`src/rtl/audio_pkg.sv`:
```
// Shared types for the alarm-clock sound scheduler: event sources, FSM states
// and the pending-bit helpers used by the priority logic.
package audio_pkg;

  // Encoding order doubles as priority rank: larger value wins.
  typedef enum logic [1:0] {
    SRC_NONE    = 2'd0,
    SRC_OCLOCK  = 2'd1,
    SRC_ALARM   = 2'd2,
    SRC_WARNING = 2'd3
  } source_t;

  typedef enum logic [1:0] {
    S_IDLE = 2'd0,
    S_TONE = 2'd1,
    S_GAP  = 2'd2
  } sched_state_t;

  localparam logic [31:0] FREQ_SILENT = 32'd0;

  // Pending vector layout: bit 2 warning, bit 1 alarm, bit 0 oclock.
  function automatic logic [2:0] src_mask(input source_t s);
    case (s)
      SRC_WARNING: src_mask = 3'b100;
      SRC_ALARM:   src_mask = 3'b010;
      SRC_OCLOCK:  src_mask = 3'b001;
      default:     src_mask = 3'b000;
    endcase
  endfunction

  function automatic source_t top_source(input logic [2:0] p);
    if (p[2])      top_source = SRC_WARNING;
    else if (p[1]) top_source = SRC_ALARM;
    else if (p[0]) top_source = SRC_OCLOCK;
    else           top_source = SRC_NONE;
  endfunction

endpackage

```
`src/rtl/beep_timer.sv`:
```
// Tick-period counter for one tone or gap; done fires on the tick that
// completes the programmed number of periods.
module beep_timer (
  input  logic        clock,
  input  logic        reset,
  input  logic        clear,
  input  logic        tick,
  input  logic [15:0] limit,
  output logic        done
);

  logic [15:0] count_reg;

  always_ff @(posedge clock) begin
    if (reset || clear) begin
      count_reg <= 16'd0;
    end else if (tick) begin
      count_reg <= count_reg + 16'd1;
    end
  end

  assign done = tick && (count_reg == limit - 16'd1);

endmodule

```
`src/rtl/audio_event_scheduler.sv`:
```
// Prioritised, preemptive beep scheduler driving the buzzer tone code from
// warning, alarm and hour-chime request pulses.
module audio_event_scheduler
  import audio_pkg::*;
#(
  parameter int unsigned  BEEP_TICKS    = 200,
  parameter int unsigned  GAP_TICKS     = 100,
  parameter int unsigned  WARNING_BEEPS = 1,
  parameter int unsigned  OCLOCK_BEEPS  = 2,
  parameter int unsigned  ALARM_BEEPS   = 30,
  parameter logic [31:0]  WARNING_FREQ  = 32'd4,
  parameter logic [31:0]  ALARM_FREQ    = 32'd2,
  parameter logic [31:0]  OCLOCK_FREQ   = 32'd1
) (
  input  logic        clock,
  input  logic        reset,
  input  logic        tick,
  input  logic        warning,
  input  logic        alarm,
  input  logic        oclock,
  input  logic        no_response,
  output logic [31:0] frequency_select,
  output logic        busy,
  output logic [1:0]  active_source
);

  localparam logic [15:0] BEEP_LIMIT = 16'(BEEP_TICKS);
  localparam logic [15:0] GAP_LIMIT  = 16'(GAP_TICKS);
  localparam logic [7:0]  WARNING_N  = 8'(WARNING_BEEPS);
  localparam logic [7:0]  OCLOCK_N   = 8'(OCLOCK_BEEPS);
  localparam logic [7:0]  ALARM_N    = 8'(ALARM_BEEPS);

  sched_state_t state_reg;
  source_t      cur_src_reg;
  logic [2:0]   pending_reg;
  logic [7:0]   beep_reg;
  logic [31:0]  freq_reg;
  logic         busy_reg;

  logic [2:0]   req_mask;
  source_t      top_src;
  logic [1:0]   top_rank;
  logic [1:0]   cur_rank;
  logic         preempt;
  logic         last_beep;
  logic [15:0]  timer_limit;
  logic         timer_clear;
  logic         timer_done;

  function automatic logic [31:0] freq_of(input source_t s);
    case (s)
      SRC_WARNING: freq_of = WARNING_FREQ;
      SRC_ALARM:   freq_of = ALARM_FREQ;
      SRC_OCLOCK:  freq_of = OCLOCK_FREQ;
      default:     freq_of = FREQ_SILENT;
    endcase
  endfunction

  function automatic logic [7:0] beats_of(input source_t s);
    case (s)
      SRC_WARNING: beats_of = WARNING_N;
      SRC_ALARM:   beats_of = ALARM_N;
      SRC_OCLOCK:  beats_of = OCLOCK_N;
      default:     beats_of = 8'd1;
    endcase
  endfunction

  assign req_mask  = {warning, alarm, oclock};
  assign top_src   = top_source(pending_reg);
  assign top_rank  = top_src;
  assign cur_rank  = cur_src_reg;
  assign preempt   = (state_reg != S_IDLE) && (top_rank > cur_rank);
  assign last_beep = (beep_reg == beats_of(cur_src_reg) - 8'd1);

  // The counter restarts on every state change; holding it cleared in IDLE
  // keeps it at zero for the first TONE period.
  assign timer_limit = (state_reg == S_TONE) ? BEEP_LIMIT : GAP_LIMIT;
  assign timer_clear = no_response || (state_reg == S_IDLE) || preempt || timer_done;

  beep_timer u_beep_timer (
    .clock (clock),
    .reset (reset),
    .clear (timer_clear),
    .tick  (tick),
    .limit (timer_limit),
    .done  (timer_done)
  );

  always_ff @(posedge clock) begin
    if (reset || no_response) begin
      state_reg   <= S_IDLE;
      cur_src_reg <= SRC_NONE;
      pending_reg <= 3'b000;
      beep_reg    <= 8'd0;
      freq_reg    <= FREQ_SILENT;
      busy_reg    <= 1'b0;
    end else begin
      pending_reg <= pending_reg | req_mask;
      case (state_reg)
        S_IDLE: begin
          if (top_src != SRC_NONE) begin
            state_reg   <= S_TONE;
            cur_src_reg <= top_src;
            pending_reg <= (pending_reg & ~src_mask(top_src)) | req_mask;
            beep_reg    <= 8'd0;
            freq_reg    <= freq_of(top_src);
            busy_reg    <= 1'b1;
          end
        end
        S_TONE, S_GAP: begin
          if (preempt) begin
            // Interrupted source goes back in the queue and restarts from beep 0.
            state_reg   <= S_TONE;
            cur_src_reg <= top_src;
            pending_reg <= (pending_reg & ~src_mask(top_src)) | src_mask(cur_src_reg) | req_mask;
            beep_reg    <= 8'd0;
            freq_reg    <= freq_of(top_src);
          end else if (timer_done) begin
            if (state_reg == S_TONE) begin
              freq_reg <= FREQ_SILENT;
              if (last_beep) begin
                state_reg   <= S_IDLE;
                cur_src_reg <= SRC_NONE;
                beep_reg    <= 8'd0;
                busy_reg    <= 1'b0;
              end else begin
                state_reg <= S_GAP;
              end
            end else begin
              state_reg <= S_TONE;
              beep_reg  <= beep_reg + 8'd1;
              freq_reg  <= freq_of(cur_src_reg);
            end
          end
        end
        default: begin
          state_reg   <= S_IDLE;
          cur_src_reg <= SRC_NONE;
          freq_reg    <= FREQ_SILENT;
          busy_reg    <= 1'b0;
        end
      endcase
    end
  end

  assign frequency_select = freq_reg;
  assign busy             = busy_reg;
  assign active_source    = cur_src_reg;

endmodule

```
`config.mk`:
```
export PLATFORM = sky130hd
export DESIGN_NAME = audio_event_scheduler
export DESIGN_NICKNAME = d
export VERILOG_FILES = /design/src/rtl/audio_pkg.sv /design/src/rtl/beep_timer.sv /design/src/rtl/audio_event_scheduler.sv
export SDC_FILE = /design/constraint.sdc
export NUM_CORES = 1
export LEC_CHECK = 0
export CAP_MARGIN = 25
export CORE_MARGIN = 5
export CORE_UTILIZATION = 47
export CTS_BUF_LIST = sky130_fd_sc_hd__clkbuf_16
export CTS_CLUSTER_DIAMETER = 100
export DETAILED_ROUTE_END_ITERATION = 16
export PLACE_DENSITY = 0.76
export REMOVE_ABC_BUFFERS = 1
export SYNTH_ARGS = -nofsm -noshare
export SYNTH_HDL_FRONTEND = slang
export SYNTH_SLANG_ARGS = --single-unit
```
`constraint.sdc`:
```
create_clock -name clock -period 2.1 [get_ports clock]
set_input_delay 0.21 -clock clock [delete_from_list [all_inputs] [get_ports clock]]
set_output_delay 0.21 -clock clock [all_outputs]
set_load 0.02 [all_outputs]
```
==> results of run 1 <==
==> final cells by class <==
cell class / instances / area [um2] / area share [%]
Clock buffer: 5 / 125 / 4.22
Clock inverter: 3 / 43.8 / 1.48
Inverter: 10 / 37.5 / 1.26
Multi-Input combinational cell: 209 / 1450 / 48.9
Sequential cell: 35 / 713 / 24.0
Tap cell: 52 / 65.1 / 2.19
Timing Repair Buffer: 65 / 533 / 18.0
==> tightest hold or removal path, cell delays in order (launching register included) <==
cell	delay, ns
dfxtp_1	0.30
nand2_1	0.05
a21oi_1	0.05
==> cell families (layout without fill, tap and decap cells) <==
logic type / after synthesis / in the layout / synth area share (%)
AND/OR/NAND/NOR: 102 / 103 / 24.4
buffers and inverters: 47 / 83 / 13.4
AO/OA/AOI/OAI: 40 / 40 / 12.6
flip-flops: 35 / 35 / 32.0
XOR/XNOR: 17 / 17 / 6.80
adder cells (fa/ha/maj): 13 / 13 / 7.43
multiplexers: 7 / 7 / 3.20
other: 1 / 29 / 0.171
==> cell usage after synthesis (all sizes together) (2+ instances only) <==
master	count
nand4	5
buf	31
o21ai	8
nand3	8
nand2	16
a32o	5
o31ai	2
nor2	30
and3	6
or4	3
o21a	2
dfxtp	35
clkbuf	6
nor3b	5
inv	10
or3	6
nor4b	4
ha	13
xor2	12
nor3	8
mux2i	7
nor2b	3
or2	2
xnor2	5
nor4	3
a21oi	11
==> layer usage <==
| layer | up-vias | track usage (%) | wire [um] |
|---|---|---|---|
| met5 | - | 0 | 0 |
| met4 | 0 | 8.74 | 142 |
| met3 | 13 | 3.89 | 305 |
| met2 | 63 | 30.7 | 2730 |
| met1 | 954 | 20.1 | 2300 |
| li1 | 995 | - | - |
==> power by group through the flow <==
stage | Combinational, mW | Sequential (mW) | Clock (mW)
after global placement | 0.260 | 0.692 | 0
after global routing | 0.373 | 0.679 | 0.893
after floorplan | 0.156 | 0.697 | 0
after CTS | 0.310 | 0.677 | 0.850
after detailed placement | 0.262 | 0.693 | 0
final | 0.352 | 0.678 | 0.844
==> repair_timing <==
action	CTS	global route
cloned	1	1
setup buffers	8	3
gates resized for setup	37	11
pin swaps	10	8
hold buffers	0	0
endpoints found under the setup margin	32	33
==> path summary, 6_finish.rpt <==
path	depth (start not counted)	end	slack, ns	from
setup / recovery	10	beep_reg[0]	-0.05	pending_reg[2]
hold / removal	2	frequency_select[2]	0.45	frequency_select[2]
setup reg to reg	10	beep_reg[0]	-0.05	pending_reg[2]
hold reg to reg	2	frequency_select[2]	0.45	frequency_select[2]
==> stage by stage <==
step	worst slack (ns)	cells	hold slack [ns]	setup TNS, ns
after CTS	-0.00409	375	0.457	-0.0153
after global placement	-0.236	358	0.444	-4.24
after floorplan	-0.216	253	0.358	-3.23
after detailed placement	-0.332	358	0.449	-5.89
final	-0.0527	379	0.452	-0.369
after global routing	-0.152	379	0.474	-2.15
==> run metrics, run 1 <==
via density per instance 5.34; Post-synth EDFFs 0; DP Area 2530 um2; Distinct cells, synth 47; first-pass GRT wire length 8.54 mm; clock root buffer master clkbuf_16; post-route worst setup slack -0.0527 ns; Clock transition at path regs 0.06 ns; # clock sinks 35; Die W 78.3 um; H-tree depth 2; pin count of the biggest net entering global routing 21; Slew Limit Fails 0; die height 78.3 um; CTS tree done; GR Overflow Total 0; RSZ-0062 raised after global routing true; sequential area share after synthesis 32.0%; Synth top area share 32.0%; CTS max path bufs 2; share of layout cells above drive strength 1 27.8%; Worst Hold Class reg -> reg; Tmin final 2.15 ns; synthesized area 2190 um2; post-route design area 2970 um2; Num CTS Buffers 5; Mean Syn Cell Area 8.36 um2; Comb power frac 18.8%; most frequent CP cell nor2_4; Routed WL per cell 14.5 um; failing checks setup timing; Bufs and invs on worst path 2; vias in the first global route 1879; slowest cell on the critical path a311o_1; critical path required time 2.27 ns; I/O pin cnt 42; Sw Pwr 0.484 mW; Gate Count Post-Synth 262; max reg flops 16; crit start category flip-flop; Clk pwr share 45.0%; Fin Clk Skew 0.00331 ns; max cap viols 0; Detail Route Antenna Nets 0; Initial Utilization 49.3%; P_int 1.39 mW; sw frac 25.8%; power per cell area 631 nW/um2; nets@finish 346; antenna fix cells 0; LEAKAGE 1.21 nW; core area 4440 um2; max incr delay on CP 0.41 ns; total track usage 17.5%; Yosys top cell by area dfxtp_1; kind of end point of the critical path flip-flop; IO buf count 12; CP delay by family, top simple AND/OR/NAND/NOR gates; most frequent cells in the layout buf_4 (49), dfxtp_1 (31), conb_1 (29); Final Hold Vio Count 0; initial antenna violation count 0; VDD IR-drop max 0.000475 V; Detailed Place HPWL 3.58 mm; overall power 1.87 mW; Synth Register Bits 35; DR pass1 iterations 4; fin crit share 103%; Post-synth ARST share 0%; GPL Wtd Cong 0.904; final setup fails 19; most common cell after layout, fill and taps aside buf_4; DRC 0; outcome complete, but fails checks; Die ar. 6120 um2; Starting DRT DRC Count 170; top_reg_cell synth dfxtp_1; Max-Slew Margin vs Limit 66.0%; DRT Wirelength 5.48 mm; Area Growth Syn to Fin 35.5%; total number of vias 2025; Crit Path Category reg -> reg; CP Cell Sequence nor2_4 -> inv_2 -> ha_4 -> nor2b_4 -> o21ai_2 -> a311o_1 -> nor2_4 -> buf_6 -> mux2i_1 -> nor2_1; Fmax 0.465 GHz; main area contributors after synthesis dfxtp_1 (32%), buf_4 (9.9%), ha_1 (7.4%), nor2_1 (5.0%), xor2_1 (4.8%); Rows 24; filler instances 366; Synth Warn # 0; Reg power frac 36.2%; Finished Core Util 66.8%; Worst EP arrival 2.32 ns; worst-path fanout max 7; worst-margin pin slew 0.508 ns; Clock Latency Late Sink 0.28 ns
(Power assumes the default switching activity.)
==> run 2: changes to the inputs <==
--- a/config.mk
+++ b/config.mk
@@ -7,11 +7,11 @@
 export LEC_CHECK = 0
 export CAP_MARGIN = 25
 export CORE_MARGIN = 5
-export CORE_UTILIZATION = 47
-export CTS_BUF_LIST = sky130_fd_sc_hd__clkbuf_16
+export CORE_UTILIZATION = 49
+export CTS_BUF_LIST = sky130_fd_sc_hd__clkbuf_8
 export CTS_CLUSTER_DIAMETER = 100
 export DETAILED_ROUTE_END_ITERATION = 16
-export PLACE_DENSITY = 0.76
+export PLACE_DENSITY = 0.79
 export REMOVE_ABC_BUFFERS = 1
 export SYNTH_ARGS = -nofsm -noshare
 export SYNTH_HDL_FRONTEND = slang
==> run metrics, run 2 (synthesis gave the netlist of run 1 again) <==
RSZ-0062 raised after global routing true; most frequent cells in the layout buf_4 (49), dfxtp_1 (31), conb_1 (29); critical path required time 2.32 ns (+0.05 ns); DRT Wirelength 5.91 mm (+7.8%); overall power 1.67 mW (-11%); Die W 76.8 um (-1.8%); failing checks setup timing; IO buf count 12 (unchanged); Rows 24 (unchanged); Clock transition at path regs 0.07 ns (about the same); post-route worst setup slack -0.179 ns (-0.126 ns); Detailed Place HPWL 3.72 mm (+3.7%); pin count of the biggest net entering global routing 14 (-33%); max reg flops 16 (unchanged); Max-Slew Margin vs Limit 62.6% (-3.3 points); worst-path fanout max 5 (-2); crit start category flip-flop; Num CTS Buffers 5 (unchanged); GPL Wtd Cong 0.861 (-4.8%); Fin Clk Skew 0.00685 ns (+0.00354 ns); final setup fails 32 (+13); filler instances 325 (-11%); outcome complete, but fails checks; Fmax 0.439 GHz (-5.5%); Worst Hold Class reg -> reg; Clock Latency Late Sink 0.29 ns (about the same); VDD IR-drop max 0.000495 V (+4.3%); CTS max path bufs 2 (unchanged); total number of vias 2049 (+1.2%); Register Area 713 um2 (unchanged); DR pass1 iterations 4 (unchanged); area of the multi-input gates 1580 um2 (+8.6%); H-tree depth 2 (unchanged); post-route design area 3060 um2 (+3.1%); Post-CTS Hold Buffers 0 (unchanged); initial antenna violation count 0 (unchanged); GR Overflow Total 0 (unchanged); # clock sinks 35 (unchanged); most common cell after layout, fill and taps aside buf_4; vias in the first global route 1928 (+2.6%); Final Hold Vio Count 0 (unchanged); first-pass GRT wire length 8.78 mm (+2.7%); kind of end point of the critical path flip-flop; Detail Route Antenna Nets 0 (unchanged); core area 4350 um2 (-2.0%); Die ar. 5910 um2 (-3.6%); share of layout cells above drive strength 1 35.0% (+7.1 points); worst-margin pin slew 0.555 ns (+0.0467 ns); nets@finish 345 (-0.29%); Worst EP arrival 2.50 ns (+0.18 ns); via density per instance 5.42 (+1.5%); I/O pin cnt 42 (unchanged); Starting DRT DRC Count 159 (-6.5%); total track usage 18.0% (+0.50 points); clock root buffer master clkbuf_8; power per cell area 546 nW/um2 (-14%); Setup TNS Final -2.04 ns (-1.67 ns); antenna fix cells 0 (unchanged); DP Area 2540 um2 (+0.30%); Crit Path Category reg -> reg; Area Growth Syn to Fin 39.8%; DRC 0 (unchanged); Initial Utilization 50.3% (+1.0 points); fin crit share 109% (+6.0 points); DP Worst Slack -0.280 ns (+0.0523 ns); Routed WL per cell 15.6 um (+8.1%); Tmin final 2.28 ns (+0.126 ns); die height 76.8 um (-1.8%); LEAKAGE 1.21 nW (-0.78%); CTS tree done; max cap viols 0 (unchanged); Slew Limit Fails 0 (unchanged)
## run 2: cell count changes in the layout (fill, tap and decap cells not counted), moves of 4 or more
cell       previous run  this run
nor2_1               27        12
nor2_4                3        13
clkbuf_16             5         0
clkbuf_8              0         5
nor2_2                0         5
a21oi_1               8         4
a21oi_2               1         5
## run 2: area by class of cell
class	instances	area share, %
Timing Repair Buffer	65	18.0
Clock inverter	3	1.55
Inverter	10	1.31
Multi-Input combinational cell	208	51.5
Tap cell	52	2.13
Clock buffer	5	2.25
Sequential cell	35	23.3
## run 2: repair_timing
item,in CTS,in global routing
resized for setup,42,45
endpoints found under the setup margin,31,34
buffers inserted,6,5
pin swaps,11,25
cloned,1,0
## run 2: power by group
part           total, mW  leakage, nW  switching (mW)  internal, mW
registers          0.678        0.285         0.00866         0.669
logic              0.370        0.861           0.203         0.168
clock network      0.623       0.0587           0.263         0.360
## run 2: stage by stage
| stage | utilization (%) | hold slack (ns) | std cells |
|---|---|---|---|
| after floorplan | - | 0.358 | 253 |
| after global placement | 58.3 | 0.442 | 359 |
| after detailed placement | 58.3 | 0.454 | 359 |
| after CTS | 65.1 | 0.464 | 373 |
| after global routing | 70.3 | 0.488 | 378 |
| final | 70.3 | 0.460 | 378 |
## run 2: per-layer routing
metal  share of wire (%)  global-route usage [%]
met1                  37                    20.1
met3                 5.4                    4.80
met4                 2.7                    7.17
met2                  55                    32.2
met5                   0                       0
## run 2: path summary, 6_finish.rpt
check	cells after the start	slack, ns	end	startpoint
worst min-delay path	2	0.46	frequency_select[0]	frequency_select[0]
worst min register to register	2	0.46	frequency_select[0]	frequency_select[0]
worst max-delay path	10	-0.18	frequency_select[0]	pending_reg[1]
worst max register to register	10	-0.18	frequency_select[0]	pending_reg[1]
## run 2: critical path, cell delays in order, from the launching register on
cell and delay [ns]:
dfxtp_4 0.39, inv_4 0.04, a21oi_4 0.21, ha_4 0.25, a21oi_4 0.20, buf_4 0.14, o21a_4 0.16, a21oi_2 0.08
o32a_1 0.30, or3_1 0.33, a21oi_1 0.12
